`config.mk`:
```
export PLATFORM = sky130hd
export DESIGN_NAME = bus_arbiter_5
export DESIGN_NICKNAME = d
export VERILOG_FILES = /design/src/rtl/bus_arbiter_5_pkg.sv /design/src/rtl/bus_arbiter_5_rr_pick5.sv /design/src/rtl/bus_arbiter_5.sv
export SDC_FILE = /design/constraint.sdc
export NUM_CORES = 1
export LEC_CHECK = 0
export CORE_MARGIN = 5
export CORE_UTILIZATION = 49
export DETAILED_ROUTE_END_ITERATION = 12
export PLACE_DENSITY = 0.68
export SLEW_MARGIN = 20
export SYNTH_ARGS = -nofsm -noshare
export SYNTH_HDL_FRONTEND = slang
export SYNTH_SLANG_ARGS = --single-unit
```
`constraint.sdc`:
```
create_clock -name clk -period 7.2 [get_ports clk]
set_clock_uncertainty 0.15 [all_clocks]
set_input_delay 1.44 -clock clk [delete_from_list [all_inputs] [get_ports clk]]
set_output_delay 1.44 -clock clk [all_outputs]
set_load 0.1 [all_outputs]
```
`src/rtl/bus_arbiter_5_pkg.sv`:
```
// arb_pkg: shared constants and state type for the 5-way round-robin bus arbiter
package arb_pkg;
    localparam int         NUM_REQ  = 5;
    localparam logic [2:0] SEL_IDLE = 3'd7;
    typedef enum logic {ARB_IDLE, ARB_GRANT} arb_state_e;
endpackage

```
`src/rtl/bus_arbiter_5_rr_pick5.sv`:
```
// rr_pick5: combinational round-robin pick, first set req bit scanning from ptr upward with wrap 4->0
//   req   in  5  request vector
//   ptr   in  3  highest-priority index (0..4)
//   found out 1  at least one request present
//   idx   out 3  winning index
module rr_pick5
    import arb_pkg::*;
(
    input  logic [NUM_REQ-1:0] req,
    input  logic [2:0]         ptr,
    output logic               found,
    output logic [2:0]         idx
);
    // Scan from the lowest priority offset down so the closest-to-ptr hit is assigned last.
    always_comb begin
        found = 1'b0;
        idx   = '0;
        for (int k = NUM_REQ - 1; k >= 0; k--) begin
            int j;
            j = (int'(ptr) + k) % NUM_REQ;
            if (req[j]) begin
                found = 1'b1;
                idx   = 3'(j);
            end
        end
    end
endmodule

```
`src/rtl/bus_arbiter_5.sv`:
```
// bus_arbiter_5: round-robin arbiter driving a shared 5:1 mux select with hold-until-done and timeout
//   clk     in  1  system clock
//   rst_n   in  1  synchronous active-low reset
//   req     in  5  per-requester request
//   done    in  1  completion strobe from served slave
//   gnt     out 5  one-hot grant, zero when idle
//   sel     out 3  mux select, 7 when idle
//   busy    out 1  grant held
//   timeout out 1  one-cycle pulse when a grant is revoked by timeout
module bus_arbiter_5
    import arb_pkg::*;
#(
    parameter int TIMEOUT_CYCLES = 64
) (
    input  logic               clk,
    input  logic               rst_n,
    input  logic [NUM_REQ-1:0] req,
    input  logic               done,
    output logic [NUM_REQ-1:0] gnt,
    output logic [2:0]         sel,
    output logic               busy,
    output logic               timeout
);
    localparam int CW = (TIMEOUT_CYCLES > 0) ? $clog2(TIMEOUT_CYCLES + 1) : 1;
    localparam logic [CW-1:0] CNT_LAST = CW'((TIMEOUT_CYCLES > 0) ? TIMEOUT_CYCLES - 1 : 0);

    arb_state_e         state_q, state_d;
    logic [2:0]         ptr_q, ptr_d;
    logic [CW-1:0]      cnt_q, cnt_d;
    logic [NUM_REQ-1:0] gnt_q, gnt_d;
    logic [2:0]         sel_q, sel_d;
    logic               timeout_q, timeout_d;
    logic               pick_found;
    logic [2:0]         pick_idx;
    logic               expire;

    rr_pick5 u_pick (
        .req   (req),
        .ptr   (ptr_q),
        .found (pick_found),
        .idx   (pick_idx)
    );

    // done has priority over a coinciding expiry, so expiry requires done low.
    assign expire = (TIMEOUT_CYCLES != 0) && (cnt_q == CNT_LAST) && !done;

    always_comb begin
        state_d   = state_q;
        ptr_d     = ptr_q;
        cnt_d     = cnt_q;
        gnt_d     = gnt_q;
        sel_d     = sel_q;
        timeout_d = 1'b0;
        if (state_q == ARB_IDLE) begin
            if (pick_found) begin
                state_d = ARB_GRANT;
                cnt_d   = '0;
                sel_d   = pick_idx;
                gnt_d   = NUM_REQ'(1) << pick_idx;
            end
        end else if (done || expire) begin
            state_d   = ARB_IDLE;
            gnt_d     = '0;
            sel_d     = SEL_IDLE;
            ptr_d     = (sel_q == 3'(NUM_REQ - 1)) ? 3'd0 : sel_q + 3'd1;
            timeout_d = expire;
        end else begin
            cnt_d = cnt_q + CW'(1);
        end
    end

    always_ff @(posedge clk) begin
        if (!rst_n) begin
            state_q   <= ARB_IDLE;
            ptr_q     <= '0;
            cnt_q     <= '0;
            gnt_q     <= '0;
            sel_q     <= SEL_IDLE;
            timeout_q <= 1'b0;
        end else begin
            state_q   <= state_d;
            ptr_q     <= ptr_d;
            cnt_q     <= cnt_d;
            gnt_q     <= gnt_d;
            sel_q     <= sel_d;
            timeout_q <= timeout_d;
        end
    end

    assign gnt     = gnt_q;
    assign sel     = sel_q;
    assign busy    = (state_q == ARB_GRANT);
    assign timeout = timeout_q;
endmodule

```
### After elaboration in Yosys (flattened, before gate mapping)

Cells that the tools add are included.

| word-level totals | value |
|---|---|
| register bits | 20 |
| logic and storage cells | 73 |
| bits of input ports | 8 |
| latch bits | 0 |
| memory bits (writable) | 0 |
| memory bits (read-only) | 0 |
| memories kept | 0 |
| output and inout bits | 10 |

| operators by class | value |
|---|---|
| bitwise operators | 0 |
| multipliers | 0 |
| muxes and demuxes | 38 |
| magnitude comparators | 5 |
| equality and inequality tests | 4 |
| $add $sub $neg | 6 |
| shift-type cells | 1 |
| reduce and logical (&&, ||, !) cells | 8 |
| divide/modulo/power cells | 5 |

Operators with widths:

| cell | number |
|---|---|
| $lt 32x5->1 const B | 5 |
| $mod 32x4->32 const B | 4 |
| $mod 4x4->32 const B | 1 |
| $mux 3 | 9 |
| $mux 7 | 3 |
| $mux 1 | 18 |
| $bmux 1 s3 | 5 |
| $mux 5 | 3 |
| $add 3x2->4 const B | 2 |
| $add 7x1->7 const B | 1 |
| $eq 7x6->1 const B | 1 |
| $reduce_and 2->1 | 3 |
| $shl 1x3->5 const A | 1 |
| $add 3x1->4 const B | 1 |
| $add 3x3->4 const B | 1 |
| $add 3x1->3 const B | 1 |
| $eq 3x3->1 const B | 1 |
| $reduce_and 3->1 | 1 |
| $ne 2x1->1 const B | 1 |
| $ne 2x2->1 const B | 1 |
| $reduce_bool 2->1 | 1 |
| $logic_and 1x1->1 | 1 |
| $logic_not 1->1 | 1 |
| $logic_or 1x1->1 | 1 |

### Depth between registers and ports, before layout

Gate-level depths: netlist (run 1).

| logic depth | value |
|---|---|
| depth in word-level cells | 13 |
| mapped depth | 20 |
| mapped depth without buffers | 18 |

### By module

Synthesis (run 1) repeated with hierarchy kept, for this count alone.

| unflattened totals | value |
|---|---|
| cell total of the unflattened synthesis | 302 |
| area, all modules | 2507.4 um^2 |

By module, submodules not included:

| module | area an instance (um^2) | sequential area each (um^2) | cells an instance | instances |
|---|---|---|---|---|
| rr_pick5 | 1570.3 | 0.0 | 200 | 1 |
| bus_arbiter_5 | 937.1 | 400.4 | 102 | 1 |

### Worst setup path before layout (run 1)

No wires, ideal clock.

| path | value |
|---|---|
| path type | register to register |
| from | register ptr_q[0] |
| to | register gnt_q[4] (netlist: gnt[4]) |
| buffers on the path | 4 |
| clock period less this slack | 4.336 ns |
| data required time | 6.986 ns |
| cell stages (with the launch flop) | 19 |
| path slack | 2.864 ns |
| setup time | 0.064 ns |
| data arrival time | 4.122 ns |
| path through | dfxtp_1 -> buf_4 -> inv_2 -> ha_1 -> buf_2 -> clkbuf_1 -> nand2_1 -> ha_1 -> nor2b_1 -> nand4_1 -> o311ai_4 -> xnor2_2 -> mux2i_1 -> o22ai_1 -> nor4b_2 -> a31oi_2 -> buf_6 -> mux2_4 -> nor2_2 |

| between the ends | value |
|---|---|
| word-level cells in the longest chain between the ends | 13 |
| elaborated cells on any way between the ends | 39 |
| classes of those cells | add/sub: 4; div: 5; shift: 1; mux: 27; reduce/logical: 2 |

Ends and longest elaborated chain:

| element | line | source |
|---|---|---|
| start: declaration | bus_arbiter_5.sv:28 | `logic [2:0] ptr_q, ptr_d;` |
| start signal: assignment | bus_arbiter_5.sv:82 | `ptr_q <= ptr_d;` |
| $add 3x3->4 | bus_arbiter_5_rr_pick5.sv:20 | `j = (int'(ptr) + k) % NUM_REQ;` |
| $mod 32x4->32 | bus_arbiter_5_rr_pick5.sv:20 |  |
| $bmux 1 s3 | bus_arbiter_5_rr_pick5.sv:21 | `if (req[j]) begin` |
| $mux 1 (implied by the code) (2 in series) | bus_arbiter_5_rr_pick5.sv:21 |  |
| $mux 3 (5 in series) | bus_arbiter_5_rr_pick5.sv:21 |  |
| $shl 1x3->5 | bus_arbiter_5.sv:59 | `gnt_d = NUM_REQ'(1) << pick_idx;` |
| $mux 5 | bus_arbiter_5.sv:55 | `if (pick_found) begin` |
| $mux 5 | bus_arbiter_5.sv:54 | `if (state_q == ARB_IDLE) begin` |
| end signal: assignment | bus_arbiter_5.sv:84 | `gnt_q <= gnt_d;` |
| end: declaration | bus_arbiter_5.sv:30 | `logic [NUM_REQ-1:0] gnt_q, gnt_d;` |

Several ways; a longest one is shown, not always the timed one. The select of a mux whose other input is x is not followed.
A chain may end at the register's enable or synchronous reset.

### Final worst setup path (run 1)

| path | value |
|---|---|
| from | register ptr_q[1] |
| to | register cnt_q[4] |

| between the ends | value |
|---|---|
| word-level cells in the longest chain between the ends | 12 |
| elaborated cells on any way between the ends | 31 |
| classes of those cells | add/sub: 4; div: 5; mux: 20; reduce/logical: 2 |

Ends and longest elaborated chain:

| element | line | source |
|---|---|---|
| $add 3x3->4 | bus_arbiter_5_rr_pick5.sv:20 |  |
| $mod 32x4->32 | bus_arbiter_5_rr_pick5.sv:20 |  |
| $bmux 1 s3 | bus_arbiter_5_rr_pick5.sv:21 |  |
| $mux 1 (implied by the code) (2 in series) | bus_arbiter_5_rr_pick5.sv:21 |  |
| $mux 1 (4 in series) | bus_arbiter_5_rr_pick5.sv:21 |  |
| $mux 1 * | bus_arbiter_5_rr_pick5.sv:21 |  |
| $reduce_bool 2->1 (no line) * | n/a |  |
| $reduce_and 2->1 (no line) * | n/a |  |
| end signal: assignment | bus_arbiter_5.sv:83 | `cnt_q <= cnt_d;` |
| end: declaration | bus_arbiter_5.sv:29 | `logic [CW-1:0] cnt_q, cnt_d;` |

Mark *: on every way between the ends. The rest lies on a longest branch, timed or not. The select of a mux whose other input is x is not followed.

==> results of run 1 <==
worst max path at each step:
stage,start,end,depth (start not counted),slack (ns)
final,ptr_q[1],cnt_q[4],15,1.83
after global routing,ptr_q[2],cnt_q[3],15,1.33
after CTS,ptr_q[2],cnt_q[5],15,1.86
after detailed placement,ptr_q[2],cnt_q[5],15,1.89
after global placement,ptr_q[2],gnt[1],15,1.86
after floorplan,ptr_q[0],gnt[4],18,2.86
through the flow:
| stage | instance area, um^2 | hold WS (ns) | util | total power, W |
|---|---|---|---|---|
| finish | 2830 | 0.319 | 0.555 | 0.000679 |
| global route | 2830 | 0.345 | 0.555 | 0.000725 |
| detailed placement | 2760 | 0.294 | 0.541 | 0.000563 |
| global placement | 2760 | 0.299 | 0.541 | 0.000561 |
| CTS | 2830 | 0.315 | 0.555 | 0.000679 |
| floorplan | 2570 | 0.271 | - | 0.000486 |
power by group:
part | leakage (nW) | internal [W] | switching [W] | total, W
Clock | 0.0357 | 0.0000743 | 0.0000394 | 0.000114
Combinational | 0.913 | 0.000154 | 0.000267 | 0.000421
Sequential | 0.163 | 0.000124 | 0.0000201 | 0.000145
Total | 1.11 | 0.000352 | 0.000327 | 0.000679
cell families (layout without fill, tap and decap cells):
logic type,count (synthesis),after routing,synth area share
buf+inv,34,43,0.0590
simple gates,115,115,0.231
xor+xnor,9,9,0.0556
compound gates,100,100,0.295
flops,20,20,0.156
fa+ha+maj,25,25,0.125
mux,19,19,0.0785
placed cells by master, fill, tap and decap left out, drive strengths merged, types with 4 or more instances in the layout:
| cell type | instances |
|---|---|
| nor2b | 7 |
| inv | 19 |
| mux2 | 6 |
| a31oi | 7 |
| and2 | 5 |
| nand2 | 26 |
| nor3b | 6 |
| nand4 | 5 |
| o21a | 4 |
| o221a | 5 |
| nor2 | 27 |
| a21oi | 19 |
| o21ai | 17 |
| xnor2 | 7 |
| nor4 | 4 |
| nor3 | 11 |
| dfxtp | 20 |
| clkdlybuf4s50 | 17 |
| nand3 | 10 |
| mux2i | 13 |
| ha | 24 |
| or3 | 4 |
| a32o | 4 |
| o311ai | 5 |
registers in the layout, indices dropped and copies added, names as in the netlist:
register and cells:
gnt 5, timeout 1, ptr_q 3, busy 1, sel 3, cnt_q 7
cells in the mapped netlist, drive strengths merged, types with 2 or more instances:
library cell | n | area [um^2]
xnor2 | 7 | 87.6
mux2 | 6 | 71.3
nand2b | 2 | 12.5
nor3 | 11 | 60.1
nand3 | 10 | 50.1
o21ai | 17 | 85.1
o221a | 5 | 56.3
o31ai | 2 | 15.0
o2111ai | 2 | 17.5
o21a | 4 | 30.0
o22ai | 2 | 12.5
and3 | 3 | 18.8
mux2i | 13 | 130
a31oi | 7 | 56.3
xor2 | 2 | 55.1
a21boi | 3 | 22.5
o211ai | 2 | 15.0
buf | 5 | 42.5
dfxtp | 20 | 400
nand4 | 5 | 31.3
a21o | 3 | 22.5
a21oi | 19 | 95.1
o211a | 2 | 20.0
a32o | 4 | 40.0
nor4b | 2 | 23.8
a21bo | 2 | 20.0
nor4 | 4 | 25.0
nor3b | 6 | 45.0
nor2 | 27 | 106
ha | 24 | 300
o311ai | 5 | 61.3
a2bb2oi | 2 | 17.5
or2 | 2 | 12.5
a211oi | 3 | 22.5
clkbuf | 9 | 33.8
inv | 19 | 71.3
a221oi | 3 | 26.3
or3 | 4 | 25.0
nand2 | 26 | 97.6
nor2b | 7 | 43.8
and2 | 5 | 31.3
routing by layer:
metal,part of all wire,global-route usage,vias to the layer above
met5,0,0,-
met4,0.0097,0.0581,0
met3,0.041,0.0195,6
met2,0.47,0.326,67
met1,0.48,0.274,1164
li1,-,-,1228
area by class of cell:
class,instances,area share
timing repair buffer,19,0.0653
tap,70,0.0309
inverter,20,0.0265
clock buffer,3,0.0146
clock inverter,1,0.0106
multi-input combinational,268,0.711
sequential,20,0.141
==> results.json, run 1 <==
{
  "status": "finished, final reports clean",
  "place_congestion": 0.864,
  "grt.total_usage": 0.199,
  "hp-start": "cnt_q[6]",
  "nFillCells": 480,
  "cp.arrival_ns": 5.39,
  "fmax_mhz": 186,
  "finalSetupViolCount": 0,
  "dp.cells": 397,
  "synth-edff-count": 0,
  "cts_setup_buffers": 0,
  "numCtsBuffers": 3,
  "start_util": 0.502,
  "layout-drive-gt1-share": 0.0997,
  "cp_slowest_cell": "ha_1",
  "ctsLongestPathBuffers": 2,
  "slew_viol_final": 0,
  "grt_pass1_wl_mm": 10.8,
  "dp_hpwl_mm": 4.69,
  "ys_async_sr_fraction": 0,
  "port_buffers": 17,
  "fin_ws_ns": 1.83,
  "drt_first_pass_iters": 4,
  "totalWireLength_mm": 6.19,
  "die_h_um": 82.4,
  "leakagePower_nw": 1.11,
  "ys_ff_latch": 20,
  "seq_area_um2": 400,
  "slew_headroom": 0.345,
  "dieArea_mm2": 0.00678,
  "min_path_cells": 1,
  "worst_ep_required_time_ns": 7.21,
  "diodes": 0,
  "viasPerCell": 6.15,
  "r2r_cells": 15,
  "drc": 0,
  "start_kind": "register",
  "ant_nets": 0,
  "cp_common_cell": "inv_1",
  "synth_top_flop_cell": "dfxtp_1",
  "power_density_mw_per_mm2": 240,
  "ctsHtreeMaxLevel": 1,
  "finalHoldViolCount": 0,
  "pre_cts_slack_ns": 1.89,
  "rsz0062_at_grt": "no",
  "drt_iter0_drc": 178,
  "grt_max_degree": 36,
  "cpLargestDelayFamily": "compound AO/OA/AOI/OAI gates",
  "cts_tree": "done",
  "antenna_found_initial": 0,
  "end_kind": "register",
  "clock_latency_ns": 0.27,
  "synth_area_mm2": 0.00257,
  "overflow": 0,
  "clkSlewWorstSetupHoldPaths_ns": 0.08,
  "postSynthCellCount": 322,
  "wl_per_cell_um": 15.4,
  "grt_pass1_vias": 2332,
  "path_buf_inv": 3,
  "tightest_slew_ns": 0.979,
  "path_max_fanout": 25,
  "fin_crit_ns": 5.37,
  "cts-resized-gates": 0,
  "ys_seq_area_frac": 0.156,
  "fin_setup_tns_ns": 0,
  "dr_total_vias": 2465,
  "yosysUniqueCellTypes": 71,
  "finalCritPeriodShare": 0.746,
  "maxCapViolCount": 0,
  "fin_nets": 365,
  "r2r-end": "cnt_q[4]",
  "die_x_um": 82.4,
  "area_growth_pct": 10.4,
  "cts_root_buffer": "clkbuf_8",
  "layout.cells.non_filler": 401,
  "cp_slowest_stage_delay_ns": 0.88,
  "rows": 26,
  "hold_buffers": 0,
  "vdd_drop_max_v": 0.000266,
  "clkSinkCount": 20,
  "holdPathEnd": "timeout",
  "multi_input_area_mm2": 0.00201,
  "rrSetupSlack_ns": 1.83,
  "yosys_warnings": 0,
  "syn_area_per_cell_um2": 7.97,
  "core_area_mm2": 0.00511,
  "synth.net_count": 355,
  "hold_path.class": "reg2reg",
  "path_cells": "inv_1 -> ha_1 -> inv_1 -> a21oi_1 -> ha_1 -> inv_1 -> nand4_1 -> a21oi_1 -> a221oi_1 -> o21ai_0 -> o22ai_1 -> nor4b_2 -> a31oi_2 -> nor2_1 -> o221a_1",
  "io_pins": 18,
  "timing_worst_setup_path_type": "reg2reg",
  "r2r-start": "ptr_q[1]"
}
Note: power is estimated with default switching activity, not from simulation.
==> run 2: changes to the inputs <==
- PLACE_DENSITY: 0.68 -> 0.71
- clock period: 7.2 -> 4.9 ns (I/O delays scaled with it)
==> results.json, run 2 (synthesis gave the netlist of run 1 again) <==
{
  "status": "finished, final reports clean",
  "finalHoldViolCount": 0,
  "diodes": 0,
  "power_density_mw_per_mm2": 337,
  "numCtsBuffers": 3,
  "rsz0062_at_grt": "no",
  "viasPerCell": 6.07,
  "intPower_w": 0.000496,
  "grt_pass1_wl_mm": 10.5,
  "place_congestion": 0.892,
  "clkSinkCount": 20,
  "clkSlewWorstSetupHoldPaths_ns": 0.07,
  "design_area_mm2": 0.00290,
  "fin_ws_ns": 0.369,
  "wl_per_cell_um": 15.1,
  "p_seq_frac": 0.209,
  "io_pins": 18,
  "pre_cts_slack_ns": 0.170,
  "p_comb_frac": 0.663,
  "ant_nets": 0,
  "dp_hpwl_mm": 4.79,
  "port_buffers": 17,
  "finalCritPeriodShare": 0.925,
  "worst_ep_required_time_ns": 4.90,
  "p_sw_frac": 0.493,
  "start_util": 0.502,
  "cp.arrival_ns": 4.54,
  "slew_viol_final": 0,
  "finalSetupViolCount": 0,
  "clock_latency_ns": 0.26,
  "vdd_drop_max_v": 0.000376,
  "detailed_place.area_mm2": 0.00285,
  "cts_root_buffer": "clkbuf_8",
  "dr_total_vias": 2500,
  "hold_buffers": 0,
  "final_common_cell": "nand2_1",
  "cts_tree": "done",
  "antenna_found_initial": 0,
  "die_h_um": 82.4,
  "end_kind": "register",
  "timing_worst_setup_path_type": "reg2reg",
  "area_growth_pct": 13.2,
  "start_kind": "register",
  "fin_crit_ns": 4.53,
  "grt_pass1_vias": 2207,
  "overflow": 0,
  "slew_headroom": 0.348,
  "grt_max_degree": 31,
  "hold_path.class": "reg2reg",
  "p_sw_w": 0.000483,
  "top_register": "cnt_q",
  "tightest_slew_ns": 0.975,
  "drc": 0,
  "ctsLongestPathBuffers": 2,
  "fin_setup_tns_ns": 0,
  "grt.total_usage": 0.193,
  "fin_nets": 376,
  "rows": 26,
  "ctsHtreeMaxLevel": 1,
  "drt_first_pass_iters": 4,
  "drt_iter0_drc": 137,
  "dieArea_mm2": 0.00678,
  "die_x_um": 82.4,
  "layout-drive-gt1-share": 0.135,
  "path_max_fanout": 10,
  "maxCapViolCount": 0,
  "p_clk_frac": 0.128,
  "core_area_mm2": 0.00511,
  "fmax_mhz": 221,
  "totalWireLength_mm": 6.23,
  "final_cell_mix": "nand2_1 (26), nor2_1 (24), ha_1 (24), a21oi_1 (19), dfxtp_1 (19)",
  "largest_reg_flops": 7,
  "leakagePower_nw": 1.16
}
-- run 2: timing repair --
action,4_1_cts,5_1_grt
resized for setup,0,3
endpoints found under the setup margin,0,16
setup buffers,0,0
-- run 2: layer usage --
metal,part of all wire,GRT usage,wire length (um),vias up
li1,-,-,-,1257
met1,0.51,0.290,3210,1167
met2,0.44,0.301,2740,69
met3,0.035,0.0119,216,7
met4,0.010,0.0382,65,0
met5,0,0,0,-
-- run 2: area by class of cell --
cell class | instances | area, um^2
fill | 496 | 2200
inverter | 20 | 75.1
sequential | 20 | 402
timing repair buffer | 30 | 268
tap | 70 | 87.6
clock buffer | 4 | 55.1
multi-input combinational | 268 | 2020
-- run 2: critical path, cell delays in order (launching register included) --
cell	delay (ns)
dfxtp_2	0.45
inv_1	0.15
ha_1	0.29
buf_4	0.17
o21ai_1	0.27
nand2_1	0.11
xnor2_1	0.16
ha_1	0.21
fa_1	0.38
a21boi_0	0.17
and4_1	0.21
o2111ai_1	0.28
o221ai_1	0.29
a21o_1	0.25
a41oi_1	0.18
o22a_1	0.16
o221a_2	0.24
inv_1	0.07
a32o_1	0.25
-- run 2: worst paths after layout --
| path | end | depth (start not counted) | startpoint | slack, ns |
|---|---|---|---|---|
| worst min-delay path | cnt_q[6] | 2 | cnt_q[6] | 0.32 |
| worst min register to register | cnt_q[6] | 2 | cnt_q[6] | 0.32 |
| worst max-delay path | gnt[1] | 18 | ptr_q[2] | 0.37 |
| worst max register to register | gnt[1] | 18 | ptr_q[2] | 0.37 |
-- run 2: through the flow --
stage | util | power (W) | hold WS [ns] | instances
after floorplan | - | 0.000714 | 0.271 | 322
after global placement | 0.557 | 0.000838 | 0.302 | 408
after detailed placement | 0.557 | 0.000845 | 0.308 | 408
after CTS | 0.568 | 0.000975 | 0.319 | 412
after global routing | 0.569 | 0.00105 | 0.342 | 412
final | 0.569 | 0.000979 | 0.317 | 412
-- run 2: power by group through the flow --
stage	Clock, W	Sequential (W)	Combinational, W
final	0.000125	0.000204	0.000649
after floorplan	0	0.000325	0.000389
after global routing	0.000138	0.000208	0.000700
after global placement	0	0.000208	0.000630
after CTS	0.000129	0.000204	0.000642
after detailed placement	0	0.000207	0.000638
==> run 3: changes to the inputs <==
- TNS_END_PERCENT: default -> 5
==> results of run 3 <==
No change in the layout: final DEF, timing and power equal those of run 2.
